**src/rtl/iterative_alu_exec_if.sv**
```systemverilog
// Request/response bundle between issue, the iterative execute ALU and writeback/branch logic.
interface iterative_alu_exec_if #(
  parameter int XLEN = 32
);
  logic            in_valid;
  logic            in_ready;
  logic [3:0]      alu_ctrl;
  logic [XLEN-1:0] src_a;
  logic [XLEN-1:0] src_b;
  logic            out_valid;
  logic            out_ready;
  logic [XLEN-1:0] result;
  logic            zero;

  modport master (
    output in_valid, alu_ctrl, src_a, src_b, out_ready,
    input  in_ready, out_valid, result, zero
  );

  modport slave (
    input  in_valid, alu_ctrl, src_a, src_b, out_ready,
    output in_ready, out_valid, result, zero
  );
endinterface

```
**src/rtl/iterative_alu_exec.sv**
```systemverilog
// Execute-stage ALU, one operation in flight; shifts step one bit per cycle unless
// FAST_SHIFT_EN is defined, which swaps in a single-cycle barrel shifter.
module iterative_alu_exec #(
  parameter int XLEN = 32
) (
  input  logic                clk,
  input  logic                rst_n,
  iterative_alu_exec_if.slave bus
);
  localparam int SHW = $clog2(XLEN);

  localparam logic [3:0] C_ADD  = 4'b0000;
  localparam logic [3:0] C_SUB  = 4'b0001;
  localparam logic [3:0] C_AND  = 4'b0010;
  localparam logic [3:0] C_OR   = 4'b0011;
  localparam logic [3:0] C_XOR  = 4'b0100;
  localparam logic [3:0] C_SLL  = 4'b0101;
  localparam logic [3:0] C_SRL  = 4'b0110;
  localparam logic [3:0] C_SRA  = 4'b0111;
  localparam logic [3:0] C_SLT  = 4'b1000;
  localparam logic [3:0] C_SLTU = 4'b1001;

`ifdef FAST_SHIFT_EN
  typedef enum logic [1:0] {IDLE = 2'd0, DONE = 2'd2} state_t;
`else
  typedef enum logic [1:0] {IDLE = 2'd0, SHIFT = 2'd1, DONE = 2'd2} state_t;
`endif

  state_t          r_state;
  state_t          w_state_nxt;
  logic            r_rdy;
  logic [XLEN-1:0] r_result;
  logic            r_zero;
  logic [XLEN-1:0] w_res;
  logic            w_accept;
  logic            w_load_res;

`ifndef FAST_SHIFT_EN
  logic [SHW-1:0]  r_cnt;
  logic [XLEN-1:0] r_acc;
  logic [3:0]      r_sh_ctrl;
  logic [SHW-1:0]  w_amt;
  logic            w_load_acc;

  assign w_amt = bus.src_b[SHW-1:0];
`endif

  function automatic logic f_is_shift(input logic [3:0] c);
    f_is_shift = (c == C_SLL) || (c == C_SRL) || (c == C_SRA);
  endfunction

  // Single-cycle result; in the iterative build shift codes only arrive here with amount 0.
  function automatic logic [XLEN-1:0] f_alu(input logic [3:0]      c,
                                            input logic [XLEN-1:0] a,
                                            input logic [XLEN-1:0] b);
    logic signed [XLEN-1:0] sa;
    logic signed [XLEN-1:0] sb;
`ifdef FAST_SHIFT_EN
    logic [SHW-1:0] sh;
    sh = b[SHW-1:0];
`endif
    sa = a;
    sb = b;
    case (c)
      C_SUB:  f_alu = a - b;
      C_AND:  f_alu = a & b;
      C_OR:   f_alu = a | b;
      C_XOR:  f_alu = a ^ b;
`ifdef FAST_SHIFT_EN
      C_SLL:  f_alu = a << sh;
      C_SRL:  f_alu = a >> sh;
      C_SRA:  f_alu = sa >>> sh;
`else
      C_SLL,
      C_SRL,
      C_SRA:  f_alu = a;
`endif
      C_SLT:  f_alu = {{(XLEN-1){1'b0}}, (sa < sb)};
      C_SLTU: f_alu = {{(XLEN-1){1'b0}}, (a < b)};
      default: f_alu = a + b;
    endcase
  endfunction

`ifndef FAST_SHIFT_EN
  function automatic logic [XLEN-1:0] f_shift1(input logic [3:0]      c,
                                               input logic [XLEN-1:0] v);
    case (c)
      C_SLL:   f_shift1 = {v[XLEN-2:0], 1'b0};
      C_SRL:   f_shift1 = {1'b0, v[XLEN-1:1]};
      C_SRA:   f_shift1 = {v[XLEN-1], v[XLEN-1:1]};
      default: f_shift1 = v;
    endcase
  endfunction
`endif

  assign w_accept      = bus.in_valid && bus.in_ready;
  assign bus.in_ready  = r_rdy && (r_state == IDLE);
  assign bus.out_valid = (r_state == DONE);
  assign bus.result    = r_result;
  assign bus.zero      = r_zero;

  always_comb begin
    w_state_nxt = r_state;
    w_load_res  = 1'b0;
    w_res       = f_alu(bus.alu_ctrl, bus.src_a, bus.src_b);
`ifndef FAST_SHIFT_EN
    w_load_acc  = 1'b0;
`endif
    case (r_state)
      IDLE: begin
        if (w_accept) begin
`ifndef FAST_SHIFT_EN
          if (f_is_shift(bus.alu_ctrl) && (w_amt != '0)) begin
            w_load_acc  = 1'b1;
            w_state_nxt = SHIFT;
          end else begin
            w_load_res  = 1'b1;
            w_state_nxt = DONE;
          end
`else
          w_load_res  = 1'b1;
          w_state_nxt = DONE;
`endif
        end
      end
`ifndef FAST_SHIFT_EN
      // The last step's shifted value goes straight into the result register.
      SHIFT: begin
        if (r_cnt == SHW'(1)) begin
          w_res       = f_shift1(r_sh_ctrl, r_acc);
          w_load_res  = 1'b1;
          w_state_nxt = DONE;
        end
      end
`endif
      DONE: begin
        if (bus.out_ready) w_state_nxt = IDLE;
      end
      default: w_state_nxt = IDLE;
    endcase
  end

  // r_rdy keeps in_ready low during reset and opens it one edge after release.
  always_ff @(posedge clk or negedge rst_n) begin
    if (!rst_n) begin
      r_state  <= IDLE;
      r_rdy    <= 1'b0;
      r_result <= '0;
      r_zero   <= 1'b0;
`ifndef FAST_SHIFT_EN
      r_cnt    <= '0;
`endif
    end else begin
      r_state <= w_state_nxt;
      r_rdy   <= 1'b1;
      if (w_load_res) begin
        r_result <= w_res;
        r_zero   <= (w_res == '0);
      end
`ifndef FAST_SHIFT_EN
      if (w_load_acc) begin
        r_cnt <= w_amt;
      end else if (r_state == SHIFT) begin
        r_cnt <= r_cnt - SHW'(1);
      end
`endif
    end
  end

`ifndef FAST_SHIFT_EN
  always_ff @(posedge clk) begin
    if (w_load_acc) begin
      r_acc     <= bus.src_a;
      r_sh_ctrl <= bus.alu_ctrl;
    end else if (r_state == SHIFT) begin
      r_acc <= f_shift1(r_sh_ctrl, r_acc);
    end
  end
`endif
endmodule

```
**src/flat_wrapper.sv**
```systemverilog
// flat-port wrapper written by rule: the top's interface ports become plain ports
module iterative_alu_exec_flat 
#(
  parameter int XLEN = 32
)
  (clk, rst_n, bus_in_valid, bus_alu_ctrl, bus_src_a, bus_src_b, bus_out_ready, bus_in_ready, bus_out_valid, bus_result, bus_zero);
  iterative_alu_exec_if #(.XLEN(XLEN)) bus_i ();
  input  logic clk;
  input  logic rst_n;
  input wire logic [$bits(bus_i.in_valid)-1:0] bus_in_valid;
  input wire logic [$bits(bus_i.alu_ctrl)-1:0] bus_alu_ctrl;
  input wire logic [$bits(bus_i.src_a)-1:0] bus_src_a;
  input wire logic [$bits(bus_i.src_b)-1:0] bus_src_b;
  input wire logic [$bits(bus_i.out_ready)-1:0] bus_out_ready;
  output wire logic [$bits(bus_i.in_ready)-1:0] bus_in_ready;
  output wire logic [$bits(bus_i.out_valid)-1:0] bus_out_valid;
  output wire logic [$bits(bus_i.result)-1:0] bus_result;
  output wire logic [$bits(bus_i.zero)-1:0] bus_zero;
  assign bus_i.in_valid = bus_in_valid;
  assign bus_i.alu_ctrl = bus_alu_ctrl;
  assign bus_i.src_a = bus_src_a;
  assign bus_i.src_b = bus_src_b;
  assign bus_i.out_ready = bus_out_ready;
  assign bus_in_ready = bus_i.in_ready;
  assign bus_out_valid = bus_i.out_valid;
  assign bus_result = bus_i.result;
  assign bus_zero = bus_i.zero;
  iterative_alu_exec #(.XLEN(XLEN)) u_core (.clk(clk), .rst_n(rst_n), .bus(bus_i));
endmodule
```
**config.mk**
```make
export PLATFORM = sky130hd
export DESIGN_NAME = iterative_alu_exec_flat
export DESIGN_NICKNAME = d
export VERILOG_FILES = /design/src/rtl/iterative_alu_exec_if.sv /design/src/rtl/iterative_alu_exec.sv /design/src/flat_wrapper.sv
export SDC_FILE = /design/constraint.sdc
export NUM_CORES = 1
export LEC_CHECK = 0
export CORE_UTILIZATION = 55
export DETAILED_ROUTE_END_ITERATION = 10
export DONT_BUFFER_PORTS = 1
export PLACE_DENSITY = 0.73
export SYNTH_ARGS = -nofsm -noshare
export SYNTH_HDL_FRONTEND = slang
export SYNTH_SLANG_ARGS = --single-unit
```
**constraint.sdc**
```tcl
create_clock -name clk -period 2.75 [get_ports clk]
set_input_delay 0.1375 -clock clk [delete_from_list [all_inputs] [get_ports clk]]
set_output_delay 0.1375 -clock clk [all_outputs]
set_load 0.02 [all_outputs]
```
Yosys cells after proc, flatten, opt, wreduce, memory -nomap -nowiden
Cells that the tools add are included.
{ "word_totals": {"out_inout_bits": 35, "memories": 0, "ram_bits": 0, "wordCells": 64, "mem_bits_ro": 0, "regBits": 77, "latch_bits": 0} }
{ "op_classes": {"shifts": 0, "n_reduce_logical": 11, "addsub": 3, "mul": 0, "n_eq_ne": 18, "bitwise_logic": 3, "n_mux": 20, "n_div": 0, "n_lt_le_gt_ge": 2} }
{ "ops": {"columns": ["operator", "n"], "rows": [
  ["$pmux W32 S7", 1],
  ["$mux W32", 4],
  ["$pmux W32 S3", 1],
  ["$lt A32 B32 Y1", 2],
  ["$add A32 B32 Y32", 1],
  ["$and A32 B32 Y32", 1],
  ["$logic_not A32 Y1", 1],
  ["$or A32 B32 Y32", 1],
  ["$sub A32 B32 Y32", 1],
  ["$xor A32 B32 Y32", 1],
  ["$eq A4 B3 Y1 const B", 7],
  ["$mux W5", 2],
  ["$eq A4 B2 Y1 const B", 2],
  ["$eq A4 B4 Y1 const B", 2],
  ["$mux W2", 4],
  ["$mux W1", 6],
  ["$pmux W2 S3", 1],
  ["$eq A5 B1 Y1 const B", 1],
  ["$reduce_bool A5 Y1", 1],
  ["$sub A5 B1 Y5 const B", 1],
  ["$eq A4 B1 Y1 const B", 1],
  ["$ne A2 B1 Y1 const B", 2],
  ["$logic_and A1 B1 Y1", 3],
  ["$reduce_and A3 Y1", 1],
  ["other kinds (8)", 9]
]} }

Depth between registers and ports, before layout
{ "logic_depth": {"word_depth": 8, "ltp_mapped": 16, "mapped_depth_nobuf": 16} }

Worst setup path before layout
Ideal clock, no wire load.
{ "synth_path": {"path_type": "in2reg", "start": "input bus_src_a[0]", "end": "register u_core.r_zero (netlist: u_core.bus.zero)", "setup_slack_ps": -664, "t_arrival_ps": 3346, "setup_ps": 68, "path_stages": 16, "path_buffers": 0, "path_cell_list": "inv_1 -> ha_1 -> inv_1 -> fa_1 -> nor2b_1 -> o311ai_4 -> a21oi_2 -> nor4_1 -> o31ai_2 -> xnor2_1 -> a2111oi_0 -> a221oi_1 -> nor4_1 -> nand4_1 -> nor4b_2 -> a32o_1"} }
{ "synth_via": {"elab_chain_cells": 5, "word_cells_on_any_way": 11} }
{ "synth_rtl": {"columns": ["element", "line_no", "source"], "rows": [
  ["start: declaration", "flat_wrapper.sv:12", "input wire logic [$bits(bus_i.src_a)-1:0] bus_src_a;"],
  ["$add A32 B32 Y32, or another cell as far along", "iterative_alu_exec.sv:80", "default: f_alu = a + b;"],
  ["$pmux W32 S7 (*)", "iterative_alu_exec.sv:64", "case (c)"],
  ["$mux W32", "iterative_alu_exec.sv:129", "if (r_cnt == SHW'(1)) begin"],
  ["$mux W32 (*)", "iterative_alu_exec.sv:109", "case (r_state)"],
  ["$logic_not A32 Y1 (*)", "iterative_alu_exec.sv:158", "r_zero <= (w_res == '0);"],
  ["end signal: assignment", "iterative_alu_exec.sv:158", null],
  ["end: declaration", "iterative_alu_exec.sv:33", "logic r_zero;"]
]} }
Mark *: on every way between the ends. The rest lies on a longest branch, timed or not.
A chain may end at the register's enable or synchronous reset.

Worst setup path after layout
{ "layout_path": {"start": "register u_core.r_sh_ctrl[0]", "end": "register u_core.r_zero (netlist: u_core.bus.zero)"} }
{ "layout_via": {"elab_chain_cells": 5, "word_cells_on_any_way": 7} }
{ "layout_rtl": {"columns": ["element", "line_no", "source"], "rows": [
  ["start: declaration", "iterative_alu_exec.sv:41", "logic [3:0] r_sh_ctrl;"],
  ["start signal: assignment", "iterative_alu_exec.sv:174", "r_sh_ctrl <= bus.alu_ctrl;"],
  ["$eq A4 B3 Y1", "iterative_alu_exec.sv:87", "case (c)"],
  ["$pmux W32 S3 (*)", "iterative_alu_exec.sv:87", null],
  ["$mux W32 (*)", "iterative_alu_exec.sv:129", null],
  ["$mux W32 (*)", "iterative_alu_exec.sv:109", null],
  ["$logic_not A32 Y1 (*)", "iterative_alu_exec.sv:158", null]
]} }
Marked as above.

==> impl_metrics.json <==
{
  "num_rows": 50,
  "swShare": 0.4287,
  "clk_pin_slew_ps": 60,
  "hold_viol": 0,
  "dp_hpwl_um": 36450,
  "fin_cells": 2045,
  "ys_seq_area_frac": 0.2014,
  "crit_buf_inv": 2,
  "synth_top_family_by_area": "compound AO/OA/AOI/OAI gates",
  "cts-root-buf": "clkbuf_16",
  "highest_layer": "met4",
  "grt_pass1_vias": 12613,
  "p_seq_frac": 0.314,
  "core_area_sq_um": 18710,
  "routedWlPerCell_um": 23.38,
  "syn_to_final_growth_pct": 44.80,
  "grt_antenna_before_repair": 0,
  "io_pins": 107,
  "hp-class": "input port to flop",
  "max_freq_ghz": 0.3004,
  "dp.cells": 1976,
  "setup_ws_ps": -579.3,
  "place_ws_ps": -996.0,
  "drv_cap": 0,
  "peakVddDrop_uv": 285.1,
  "vias_per_cell": 6.694,
  "gr-total-overflow": 0,
  "final_cell_mix": "415 x buf_4, 170 x nand2_1, 124 x a21oi_1",
  "p_leak_uw": 0.006636,
  "grt_use_total": 0.4724,
  "yosys-top-cells-area": "ha_1 12%, edfxtp_1 10%, dfrtp_1 9.8%",
  "clkPwrFrac": 0.156,
  "path_cells": "buf_4 > buf_4 > nand3_1 > a21oi_1 > a221oi_1 > and2_1 > o2111ai_1 > a21oi_1 > nand4_1 > nor4_2 > nand4_1 > nor4b_2 > a32o_1",
  "ys_ff_latch": 77,
  "numPortBuffers": 0,
  "dr.first_iter.drc_count": 1809,
  "whs_ps": 4.144,
  "synthAdderAreaFrac": 0.1210,
  "dr_wl_met3_um": 7110,
  "yosys_most_used_dff": "dfrtp_1",
  "die_y_um": 139.9,
  "finalCriticalPeriod_ps": 3329,
  "drive_gt1_frac": 0.3453,
  "htree_num_levels": 3,
  "synth_fp_nets": 1610,
  "synth-xor-area-share": 0.01172,
  "relSlewSlack": 0.4764,
  "required_ps": 3030,
  "arrival_ps": 3600,
  "syn-cell-area_sq_um": 10460,
  "slowest_delay_ps": 560,
  "synth_top_area_frac": 0.1172,
  "yosys.area.top_type": "ha_1",
  "violations": "negative setup slack",
  "antenna_left": 0,
  "path_class": "flop to flop",
  "synth_compound_area_frac": 0.3289,
  "path_delay_family": "simple AND/OR/NAND/NOR gates",
  "slowest_stage": "edfxtp_1",
  "p_comb_frac": 0.530,
  "setup_tns_ps": -1418,
  "cp-end-kind": "flop",
  "fin_skew_ps": 11.96,
  "cts_num_sinks": 77,
  "first_pass_iters": 6,
  "dieWidth_um": 139.9,
  "wl_met1_um": 18840,
  "cp_max_fo": 12,
  "syn-mean-instance-area_sq_um": 7.276,
  "drcViolationCount": 0,
  "grt_setup_unrepaired": "true",
  "yosysWarnings": 0,
  "switchingPower_uw": 2979,
  "status": "finished, violations left",
  "synth_cell_types": 92,
  "setup_viol": 6,
  "layout_commonest_cell": "buf_4",
  "final_util": 0.8099,
  "nets": 1977,
  "post-route-period-util": 1.211,
  "num_vias": 13689,
  "die_area_sq_um": 19580,
  "grt_max_degree": 78,
  "internal-power_uw": 3971,
  "initial_core_util": 0.5593,
  "final_max_slew_viol_count": 0,
  "cts_tree": "built",
  "wl_um": 47820,
  "numCtsBuffers": 9,
  "power_density_nw_per_um2": 458.7,
  "met2_length_um": 19690,
  "nFillCells": 1275,
  "grt_pass1_wl_um": 71200,
  "synthCells": 1438,
  "synth.area.mux_share": 0.02966,
  "cts_buffer_depth": 2,
  "synthArstFlopShare": 0.5325,
  "start_kind": "flop",
  "synth_enable_flop_cells": 36,
  "place.gp.congestion": 1.066,
  "synth-simple-area-share": 0.2300,
  "clock_latency_ps": 340,
  "worst_slew_pin_slew_ps": 783.3
}
[stage by stage]
stage / total power (uW) / cell area, sq um
2_1_floorplan: 3815 / 10700
3_3_place_gp: 5185 / 13650
3_5_place_dp: 5263 / 13650
4_1_cts: 6518 / 14490
5_1_grt: 7233 / 15150
6_report: 6950 / 15150
[cells in the mapped netlist (all sizes together) (16+ instances only)]
cell type	number
nand2	173
a21oi	151
o21ai	124
nor2	108
inv	104
ha	98
clkbuf	63
nand3	43
nand2b	42
dfrtp	41
a221oi	39
edfxtp	36
buf	34
nor3	28
nor2b	23
mux2i	22
o211ai	21
a211oi	19
o31ai	18
nor4	16
[cell families (layout without fill, tap and decap cells)]
family	count (synthesis)	in the layout
compound gates	516	516
xor+xnor	14	14
fa+ha+maj	100	100
buf+inv	201	573
flops	77	77
mux	30	30
other cells	1	2
simple gates	499	499
[routing by layer]
metal | global-route usage | up-vias
li1 | - | 5992
met1 | 0.6652 | 6347
met2 | 0.6892 | 1127
met3 | 0.1227 | 223
met4 | 0.1764 | 0
met5 | 0 | -
[worst paths after layout]
path / from / end / slack, ps / depth (start not counted)
max in group asynchronous: rst_n / u_core.bus.result[21] / 2250 / 2
hold reg to reg: u_core.bus.result[12] / u_core.bus.result[12] / 630 / 2
hold / removal: bus_src_a[21] / u_core.r_acc[21] / 4 / 2
min in group asynchronous: rst_n / u_core.bus.result[7] / 280 / 2
setup / recovery: u_core.r_sh_ctrl[0] / u_core.bus.zero / -580 / 13
setup reg to reg: u_core.r_sh_ctrl[0] / u_core.bus.zero / -580 / 13
[area by class of cell]
type / count / area (sq um) / area share
Multi-Input combinational cell: 1160 / 8451 / 0.5578
Timing Repair Buffer: 453 / 3601 / 0.2377
Sequential cell: 77 / 2107 / 0.1391
Inverter: 104 / 426.7 / 0.02816
Tap cell: 234 / 292.8 / 0.01933
Clock buffer: 11 / 242.7 / 0.01602
Clock inverter: 5 / 26.28 / 0.001734
Antenna cell: 1 / 2.502 / 0.0001652
[registers in the layout, indices dropped and copies added, names as in the netlist]
name / flops
u_core.bus.result: 32
u_core.r_rdy: 1
u_core.r_cnt: 5
u_core.bus.zero: 1
u_core.r_acc: 32
u_core.r_sh_ctrl: 4
u_core.r_state: 2
[repair_timing]
action	in CTS	in global routing
setup buffers	13	26
hold endpoints to repair	56	0
endpoints found under the setup margin	16	16
resized for setup	68	108
pin swaps	32	57
hold buffers	17	0
[power groups by stage]
stage / Combinational (uW) / Sequential (uW) / Clock [uW]
final: 3680 / 2180 / 1080
after global routing: 3900 / 2220 / 1120
after CTS: 3290 / 2160 / 1070
after detailed placement: 3100 / 2170 / 0
after global placement: 3030 / 2160 / 0
after floorplan: 1720 / 2100 / 0
[worst register-to-register path, stage by stage (launching register included)]
cell	delay, ps
edfxtp_1	560
buf_4	240
buf_4	150
nand3_1	70
a21oi_1	90
a221oi_1	490
and2_1	250
o2111ai_1	150
a21oi_1	190
nand4_1	190
nor4_2	270
nand4_1	150
nor4b_2	290
a32o_1	190
Note: power is estimated with default switching activity, not from simulation.
